**src/rtl/multdiv_seq.sv**
```systemverilog
// Sequential 32-bit signed multiply/divide: radix-2 shift-add multiply and
// restoring divide on operand magnitudes, 32 iterations each, sign fixed at the end.
module multdiv_seq (
  input  logic        clock,
  input  logic        reset,
  input  logic [31:0] data_operandA,
  input  logic [31:0] data_operandB,
  input  logic        ctrl_MULT,
  input  logic        ctrl_DIV,
  output logic [31:0] data_result,
  output logic        data_exception,
  output logic        data_resultRDY,
  output logic        busy
);

  typedef enum logic [1:0] {IDLE, MUL, DIV, DONE} state_t;

  state_t      state;
  logic [4:0]  count;
  logic [31:0] hi;
  logic [31:0] lo;
  logic [31:0] mag;
  logic        neg;

  logic        startMul, startDiv, startBoth;
  logic [31:0] magA, magB;
  logic [32:0] addSum;
  logic [63:0] prodNext, prodSigned;
  logic [32:0] shifted, diff;
  logic [31:0] remNext, quoNext, quoSigned;
  logic        prodOvf;

  assign startMul  = ctrl_MULT & ~ctrl_DIV;
  assign startDiv  = ctrl_DIV & ~ctrl_MULT;
  assign startBoth = ctrl_MULT & ctrl_DIV;

  assign magA = data_operandA[31] ? -data_operandA : data_operandA;
  assign magB = data_operandB[31] ? -data_operandB : data_operandB;

  // Multiply: hi accumulates the multiplicand (mag) while the multiplier in lo shifts out.
  assign addSum     = {1'b0, hi} + {1'b0, (lo[0] ? mag : 32'd0)};
  assign prodNext   = {addSum[32:1], addSum[0], lo[31:1]};
  assign prodSigned = neg ? -prodNext : prodNext;
  assign prodOvf    = ~((&prodSigned[63:31]) | ~(|prodSigned[63:31]));

  // Divide: hi is the partial remainder, lo shifts dividend bits out and quotient bits in.
  assign shifted   = {hi, lo[31]};
  assign diff      = shifted - {1'b0, mag};
  assign remNext   = diff[32] ? shifted[31:0] : diff[31:0];
  assign quoNext   = {lo[30:0], ~diff[32]};
  assign quoSigned = neg ? -quoNext : quoNext;

  // A start pulse takes priority in every state and abandons any operation in flight.
  always_ff @(posedge clock or posedge reset) begin
    if (reset) begin
      state          <= IDLE;
      count          <= 5'd0;
      hi             <= 32'd0;
      lo             <= 32'd0;
      mag            <= 32'd0;
      neg            <= 1'b0;
      data_result    <= 32'd0;
      data_exception <= 1'b0;
      data_resultRDY <= 1'b0;
      busy           <= 1'b0;
    end else if (startBoth) begin
      state          <= DONE;
      count          <= 5'd0;
      data_result    <= 32'd0;
      data_exception <= 1'b1;
      data_resultRDY <= 1'b1;
      busy           <= 1'b0;
    end else if (startMul || startDiv) begin
      state          <= startMul ? MUL : DIV;
      count          <= 5'd0;
      hi             <= 32'd0;
      lo             <= startMul ? magB : magA;
      mag            <= startMul ? magA : magB;
      neg            <= data_operandA[31] ^ data_operandB[31];
      data_resultRDY <= 1'b0;
      busy           <= 1'b1;
    end else begin
      case (state)
        MUL: begin
          hi    <= prodNext[63:32];
          lo    <= prodNext[31:0];
          count <= count + 5'd1;
          if (count == 5'd31) begin
            state          <= DONE;
            data_result    <= prodSigned[31:0];
            data_exception <= prodOvf;
            data_resultRDY <= 1'b1;
            busy           <= 1'b0;
          end
        end
        DIV: begin
          hi    <= remNext;
          lo    <= quoNext;
          count <= count + 5'd1;
          if (count == 5'd31) begin
            state          <= DONE;
            data_resultRDY <= 1'b1;
            busy           <= 1'b0;
            // Only -2^31 / -1 yields an unsigned magnitude of 2^31 with a positive sign.
            if (mag == 32'd0) begin
              data_result    <= 32'd0;
              data_exception <= 1'b1;
            end else begin
              data_result    <= quoSigned;
              data_exception <= ~neg & quoNext[31];
            end
          end
        end
        DONE: begin
          state          <= IDLE;
          data_resultRDY <= 1'b0;
        end
        default: begin
          state          <= IDLE;
          data_resultRDY <= 1'b0;
          busy           <= 1'b0;
        end
      endcase
    end
  end

endmodule

```
**config.mk**
```make
export PLATFORM = sky130hd
export DESIGN_NAME = multdiv_seq
export DESIGN_NICKNAME = d
export VERILOG_FILES = /design/src/rtl/multdiv_seq.sv
export SDC_FILE = /design/constraint.sdc
export NUM_CORES = 1
export LEC_CHECK = 0
export CAP_MARGIN = 0
export CORE_ASPECT_RATIO = 0.8
export CORE_MARGIN = 2
export CORE_UTILIZATION = 60
export DETAILED_ROUTE_END_ITERATION = 10
export DONT_BUFFER_PORTS = 1
export HOLD_SLACK_MARGIN = 0.1
export PLACE_DENSITY = 0.76
export SETUP_SLACK_MARGIN = 0.4
export SYNTH_ARGS = -nofsm -noshare
export SYNTH_HDL_FRONTEND = slang
export SYNTH_SLANG_ARGS = --single-unit
```
**constraint.sdc**
```tcl
create_clock -name clock -period 12.4 [get_ports clock]
set_clock_uncertainty 0.2 [all_clocks]
set_input_delay 3.72 -clock clock [delete_from_list [all_inputs] [get_ports clock]]
set_output_delay 3.72 -clock clock [all_outputs]
set_load 0.02 [all_outputs]
```
==> out/qor_table.md, run 1 <==
| Group | Quantity | This run |
| --- | --- | --- |
| status | Status | completed |
| die | Total die area | 26000 um^2 |
| cts | Number of clock buffers inserted by TritonCTS | 17 |
| sta | Unrepaired setup endpoints after global routing | no |
| sta | Setup Total Neg Slack | 0 ns |
| cts | Count of instances resized after the clock tree is built | 0 |
| sta | Highest clock rate | 145 MHz |
| logic synthesis | Seq cells post-synth | 139 |
| critical path | CP Launch Type | input pin |
| die | Rows | 51 |
| logic synthesis | Fraction of synthesized cell area taken by the top area cell type | 0.234 |
| detailed routing | Routed WL | 47000 um |
| critical path | Worst EP arrival | 7.03 ns |
| cts | Root buffer selected by CTS | clkbuf_16 |
| die | Starting Density | 0.611 |
| logic synthesis | Area of the mapped netlist | 14900 um^2 |
| logic synthesis | Async S/R FF share, synth | 1.00 |
| grt | Initial antenna violation count | 0 |
| critical path | Reg2Reg Launch Point | lo[0]$_DFFE_PP0P_ |
| logic synthesis | Mean instance size in the synthesized netlist | 7.51 um^2 |
| critical path | Endpoint of the worst register-to-register path | data_exception$_DFFE_PP0P_ |
| sta | Final Hold Vio Count | 0 |
| cts | Setup Buffers After CTS | 0 |
| cells and area | Count of filler cells inserted in the layout | 2110 |
| logic synthesis | Unique cell type count in the Yosys netlist | 82 |
| power | Power density over the cells | 188 nW/um^2 |
| critical path | Worst R2R Path Depth | 16 |
| cells and area | Fraction of final layout cells with drive strength greater than 1 | 0.0621 |
| detailed routing | Post-detailed-route via-to-cell ratio | 6.85 |
| die | Die extent in x | 180 um |
| die | Count of pins on the block boundary | 103 |
| logic synthesis | Register area share after synthesis | 0.234 |
| critical path | Required @ worst endpoint | 12.52 ns |
| cts | Clock tree from TritonCTS | done |
| logic synthesis | Synth warn | 0 |
| sta | Total count of max-transition violations in the final report | 0 |
| grt | Maximum number of pins on one net before global-route repair | 105 |
| logic synthesis | Leading post-synthesis cells by cell area | dfrtp_1, ha_1, nor2_1, xnor2_1, xor2_1 |
| hold path | Worst hold path endpoint | mag[3]$_DFFE_PP0P_ |
| sta | Slew at the pin closest to its max-slew limit | 1.14 ns |
| grt | Congestion Overflow GR | 0 |
| power | Static leakage power | 6.44 nW |
| power | Total power of the final layout | 2.90 mW |
| critical path | Critical Path Fanout Max | 18 |
| cells and area | Total area of multi-input combinational cells | 10500 um^2 |
| run | Reported max-cap violation count | 0 |
| sta | Final worst path period share | 0.558 |
| placed design | Estimated wirelength of the detail-placed design | 34800 um |
| detailed routing | Wire length per cell | 21.4 um |
| cts | H-tree level count | 4 |
| logic synthesis | Post-Syn Instances | 1978 |
| cells and area | Number of antenna repair diodes | 0 |
| cells and area | Net total in the final layout | 2015 |
| hold path | Cells on Worst Hold Path | 2 |
| detailed routing | Total DRC errors in the routed layout | 0 |
| placed design | Count of input and output buffers | 0 |
| logic synthesis | Cell type with the largest total area after synthesis | dfrtp_1 |
| logic synthesis | Count of flip-flops with a built-in enable after synthesis | 0 |
| cells and area | Most common cell after layout, fill and taps aside | nor2_1 |
| detailed routing | Remaining antenna violation count after routing | 0 |
| logic synthesis | Number of nets in the synthesized netlist | 2123 |
| hold path | Class of the tightest hold or removal check | reg2reg |
| cells and area | Commonest cells after routing, fill and taps aside | nor2_1, nand2_1, dfrtp_1 |
| die | Floorplan core area | 24300 um^2 |
| cts | CTS Buffer Depth | 2 |
| cts | Clock edge transition at the registers on the reported setup and hold paths | 0.07 ns |
| cells and area | Area growth, synth to finish | 3.84% |
| cts | Cts hold-fix bufs | 0 |
| critical path | Setup slack of the most critical reg-to-reg path | 5.74 ns |
| critical path | CP Capture Type | register |
| critical path | Kind of critical path | in2reg |
| hold path | Startpoint of the tightest hold check path | mag[3]$_DFFE_PP0P_ |
| placed design | Weighted congestion reported at the end of routability-driven placement | 0.979 |
| sta | Slew margin rel. | 0.240 |
| cts | Clock latency of the later-clocked register in the worst-skew pair | 0.45 ns |
| detailed routing | Drt first-iter violations | 1901 |
| grt | Wire length of the first global-routing pass | 74300 um |
| power | Worst vdd rail ir drop | 0.138 mV |
| detailed routing | Vias | 15100 |
| sta | Setup violations, final | 0 |
| logic synthesis | Dominant synthesized flop cell | dfrtp_1 |
| cts | Number of sinks handled by clock tree synthesis | 139 |
| grt | Total routing resource utilization after global routing | 0.357 |
| cells and area | Total area of sequential cells | 3480 um^2 |
| grt | Via count of the first global-routing pass | 13600 |
| die | Die Ht | 145 um |
| sta | Time the worst path needs with I/O delays and setup | 6.91 ns |
| detailed routing | Number of optimization iterations in the first detailed-route pass | 6 |
-- registers in the layout, summed over array words and instances, names as in the netlist --
signal and cells:
data_resultRDY 1, hi 32, lo 32, count 5, mag 32, data_exception 1, data_result 32, state 2
busy 1, neg 1
-- Yosys cell counts (8+ instances only) --
cell type,number
or4_1,15
o211ai_1,14
o21a_1,15
o22ai_1,19
or3_1,28
nand4_1,25
nor2b_1,11
a21oi_1,134
nor3_1,32
ha_1,75
nor4_1,27
buf_2,9
xor2_1,97
o31ai_1,46
buf_1,16
o21bai_1,8
nand3_1,29
mux2i_1,22
xnor2_1,97
nand2_1,202
inv_1,69
or2_2,18
o41ai_1,23
and2_1,24
a211oi_1,26
o21ai_0,135
nand2b_1,25
a22o_1,17
a21o_1,26
o221ai_1,12
and3_1,15
a31oi_1,11
mux2_2,24
clkbuf_1,109
a22oi_1,28
dfrtp_1,139
o311a_1,15
nor2_1,235
-- stage by stage --
stage               utilization  setup WS [ns]  std cells  hold WS (ns)  instance area [um^2]
detailed placement        0.609           5.14       2169         0.309                 14800
global placement          0.609           5.25       2169         0.304                 14800
CTS                       0.634           5.59       2201         0.328                 15400
global route              0.634           5.27       2201         0.354                 15400
floorplan                     -           4.76       1978         0.275                 14900
finish                    0.634           5.49       2201         0.334                 15400
-- kinds of logic (layout without fill, tap and decap cells) --
kind of cell / after synthesis / after routing / synth area share
XOR/XNOR: 194 / 194 / 0.114
AND/OR/NAND/NOR: 717 / 717 / 0.231
buffers and inverters: 216 / 121 / 0.0586
AO/OA/AOI/OAI: 589 / 589 / 0.263
adder cells (fa/ha/maj): 77 / 77 / 0.0659
flip-flops: 139 / 139 / 0.234
multiplexers: 46 / 46 / 0.0330
-- worst max-delay path, stage by stage --
cell and delay (ns):
ha_1 0.37, nand2b_1 0.35, nor2_1 0.25, and2_1 0.58, a21oi_1 0.23, nand4b_1 0.24
nor2_1 0.13, nand4_1 0.10, a2111oi_0 0.55, nand4b_1 0.16, nor4_1 0.29, a211oi_2 0.06
-- final cells by class --
class                      instances  area share
tap                              318      0.0258
clock inverter                    15      0.0122
inverter                          73      0.0181
timing repair buffer              16     0.00779
sequential                       139       0.226
multi-input combinational       1623       0.683
clock buffer                      17      0.0276
-- worst max-delay path by stage --
stage	to	start	slack, ns
finish	data_exception$_DFFE_PP0P_	ctrl_MULT	5.49
global route	data_exception$_DFFE_PP0P_	ctrl_MULT	5.27
floorplan	busy$_DFFE_PP0P_	reset	4.76
detailed placement	data_exception$_DFFE_PP0P_	ctrl_MULT	5.14
CTS	data_exception$_DFFE_PP0P_	ctrl_MULT	5.59
global placement	lo[29]$_DFFE_PP0P_	data_operandB[10]	5.25
-- layer usage --
| layer | wire [um] | up-vias | track usage |
|---|---|---|---|
| met5 | 0 | - | 0 |
| met4 | 1010 | 0 | 0.0899 |
| met3 | 5840 | 94 | 0.0956 |
| met2 | 19600 | 867 | 0.537 |
| met1 | 20600 | 7186 | 0.511 |
| li1 | - | 6938 | - |
-- where the power goes --
group	total [mW]	switching, mW	internal, mW
clock network	0.543	0.224	0.319
logic	1.62	1.02	0.606
registers	0.736	0.195	0.541
(Power assumes the default switching activity.)
==> run 2: changes to the inputs <==
Clock period 12.4 ns to 6.9 ns, I/O delays scaled along.
==> run 2 against run 1 <==
Effect of this change: combinational power up 83%; largest power group unchanged; total power up 78%; clock power up 68%; worst setup slack worse by 4.4 ns; non-clock buffer count up 7; largest cell class unchanged; final cell count up 0.32%.
==> out/qor_table.md, run 2 (synthesized netlist as in run 1, its figures left out) <==
| Group | Quantity | This run | vs previous |
| --- | --- | --- | --- |
| placed design | Post-DP Area | 14900 um^2 | was 14800 um^2 |
| power | Proportion of total power due to net switching | 0.499 | was 0.495 |
| cts | Clock tree from TritonCTS | done | unchanged |
| cts | Number of clock buffers inserted by TritonCTS | 17 | unchanged |
| cells and area | Most common cell after layout, fill and taps aside | nor2_1 | unchanged |
| cells and area | Net total in the final layout | 2022 | was 2015 |
| cts | CTS Buffer Depth | 2 | unchanged |
| placed design | Placed Cells incl. Taps | 2176 | was 2169 |
| detailed routing | Total DRC errors in the routed layout | 0 | unchanged |
| power | Combinational Power Share | 0.571 | was 0.560 |
| detailed routing | Post-detailed-route via-to-cell ratio | 6.77 | was 6.85 |
| cells and area | Fraction of final layout cells with drive strength greater than 1 | 0.0656 | was 0.0621 |
| placed design | Weighted congestion reported at the end of routability-driven placement | 0.994 | was 0.979 |
| cts | Setup Buffers After CTS | 0 | unchanged |
| die | Floorplan core area | 24300 um^2 | unchanged |
| critical path | Worst EP arrival | 5.88 ns | was 7.03 ns |
| grt | Initial antenna violation count | 0 | unchanged |
| sta | Total count of max-transition violations in the final report | 0 | unchanged |
| grt | Congestion Overflow GR | 0 | unchanged |
| cells and area | Non-Filler Cell Area, Final | 15400 um^2 | about the same |
| sta | Unrepaired setup endpoints after global routing | no | unchanged |
| cts | Clock latency of the later-clocked register in the worst-skew pair | 0.44 ns | was 0.45 ns |
| die | Die Ht | 145 um | unchanged |
| die | Count of pins on the block boundary | 103 | unchanged |
| power | Net Switching | 2.58 mW | was 1.44 mW |
| die | Starting Density | 0.611 | unchanged |
| run | Reported max-cap violation count | 0 | unchanged |
| sta | Setup violations, final | 0 | unchanged |
| sta | Slew margin rel. | 0.214 | was 0.240 |
| detailed routing | Drt first-iter violations | 1963 | was 1901 |
| sta | Slew at the pin closest to its max-slew limit | 1.17 ns | was 1.14 ns |
| die | Rows | 51 | unchanged |
| critical path | Kind of critical path | reg2reg | was in2reg |
| cells and area | Share of the core filled with cells in the final layout | 0.635 | was 0.634 |
| critical path | Critical Path Fanout Max | 18 | unchanged |
| cells and area | Area growth, synth to finish | 3.90% | was 3.84% |
| die | Die extent in x | 180 um | unchanged |
| critical path | CP Capture Type | register | unchanged |
| power | Static leakage power | 6.45 nW | was 6.44 nW |
| grt | Maximum number of pins on one net before global-route repair | 96 | was 105 |
| die | Total die area | 26000 um^2 | unchanged |
| cts | Number of sinks handled by clock tree synthesis | 139 | unchanged |
| cells and area | Number of antenna repair diodes | 0 | unchanged |
| detailed routing | Number of optimization iterations in the first detailed-route pass | 9 | was 6 |
| status | Status | completed | unchanged |
| power | Internal power | 2.60 mW | was 1.47 mW |
| sta | Setup Total Neg Slack | 0 ns | unchanged |
| detailed routing | Vias | 15000 | was 15100 |
| cts | H-tree level count | 4 | unchanged |
| cts | Root buffer selected by CTS | clkbuf_16 | unchanged |
| cts | Count of instances resized after the clock tree is built | 0 | unchanged |
| placed design | Estimated wirelength of the detail-placed design | 36200 um | was 34800 um |
| power | Worst vdd rail ir drop | 0.183 mV | was 0.138 mV |
| sta | Final worst path period share | 0.837 |  |
| critical path | CP Launch Type | register | was input pin |
| detailed routing | Wire length per cell | 21.9 um | was 21.4 um |
| power | Sequential group share of total power | 0.253 | about the same |
| critical path | Required @ worst endpoint | 7.01 ns | was 12.52 ns |
| power | Power density over the cells | 336 nW/um^2 | was 188 nW/um^2 |
| placed design | Count of input and output buffers | 0 | unchanged |
| sta | Worst-case setup margin in the final layout | 1.13 ns | was 5.49 ns |
| grt | Via count of the first global-routing pass | 13600 | about the same |
| cells and area | Commonest cells after routing, fill and taps aside | nor2_1, nand2_1, dfrtp_1 | unchanged |
| detailed routing | Remaining antenna violation count after routing | 0 | unchanged |
| cells and area | Count of filler cells inserted in the layout | 2148 | was 2110 |
| cts | Cts hold-fix bufs | 0 | unchanged |
| power | Share of total power in the clock network | 0.176 | was 0.187 |
| placed design | Place WS | 1.20 ns | was 5.14 ns |
| sta | Time the worst path needs with I/O delays and setup | 5.77 ns |  |
| grt | Total routing resource utilization after global routing | 0.368 | was 0.357 |
| grt | Wire length of the first global-routing pass | 75800 um | was 74300 um |
| detailed routing | Routed WL | 48300 um | was 47000 um |
| sta | Highest clock rate | 173 MHz |  |
| cells and area | Non-Filler Instances | 2208 | was 2201 |
| hold path | Class of the tightest hold or removal check | reg2reg | unchanged |
| sta | Final Hold Vio Count | 0 | unchanged |
| cts | Clock edge transition at the registers on the reported setup and hold paths | 0.06 ns | was 0.07 ns |
run 2: changes by cell type in the layout (fill, tap and decap cells not counted):
cell and change:
clkbuf_8 +2, inv_6 -1, buf_4 +7, bufinv_16 -2, clkinv_4 -2, clkinv_2 +3
run 2: final timing paths:
check | to | slack [ns] | cells after the start | startpoint
min in group asynchronous | data_result[29]$_DFFE_PP0P_ | 1.48 | 1 | reset
max reg2reg | data_exception$_DFFE_PP0P_ | 1.13 | 16 | lo[0]$_DFFE_PP0P_
min reg2reg | mag[30]$_DFFE_PP0P_ | 0.32 | 2 | mag[30]$_DFFE_PP0P_
max in group asynchronous | neg$_DFFE_PP0P_ | 3.77 | 2 | reset
max | data_exception$_DFFE_PP0P_ | 1.13 | 16 | lo[0]$_DFFE_PP0P_
min | mag[30]$_DFFE_PP0P_ | 0.32 | 2 | mag[30]$_DFFE_PP0P_
run 2: layout make-up:
class,count,area [um^2],area share
Multi-Input combinational cell,1623,10500,0.683
Sequential cell,139,3480,0.225
Clock buffer,19,453,0.0293
Tap cell,318,398,0.0258
Inverter,73,279,0.0181
Timing Repair Buffer,23,173,0.0112
Clock inverter,13,116,0.00754
run 2: per-stage QoR:
step	total power, mW	hold slack, ns
after floorplan	3.45	0.275
after global placement	4.11	0.295
after detailed placement	4.16	0.309
after CTS	5.07	0.324
after global routing	5.50	0.352
final	5.18	0.318
run 2: routing by layer:
metal / GRT usage / routed length, um / vias up
met1: 0.533 / 21400 / 7081
met2: 0.544 / 20200 / 839
li1: - / - / 6956
met5: 0 / 0 / -
met4: 0.0958 / 802 / 0
met3: 0.0963 / 5860 / 83
run 2: power groups by stage:
stage	Combinational [mW]	Sequential (mW)	Clock (mW)
after floorplan	2.37	1.08	0
after global placement	2.81	1.30	0
after detailed placement	2.86	1.30	0
after CTS	2.88	1.29	0.905
after global routing	3.23	1.33	0.946
final	2.96	1.31	0.910
run 2: critical path: stages (launching register included):
cell and delay [ns]:
dfrtp_1 0.38, buf_4 0.21, and2_1 0.18, ha_1 0.22, fa_1 0.48, a21o_1 0.23
a2bb2oi_2 0.25, nand2_1 0.10, xnor2_1 0.50, nand4b_1 0.45, or4_1 0.79, or3_1 0.50
or3_1 0.40, o31ai_2 0.20, xor2_1 0.11, nor4_1 0.38, a211oi_2 0.06
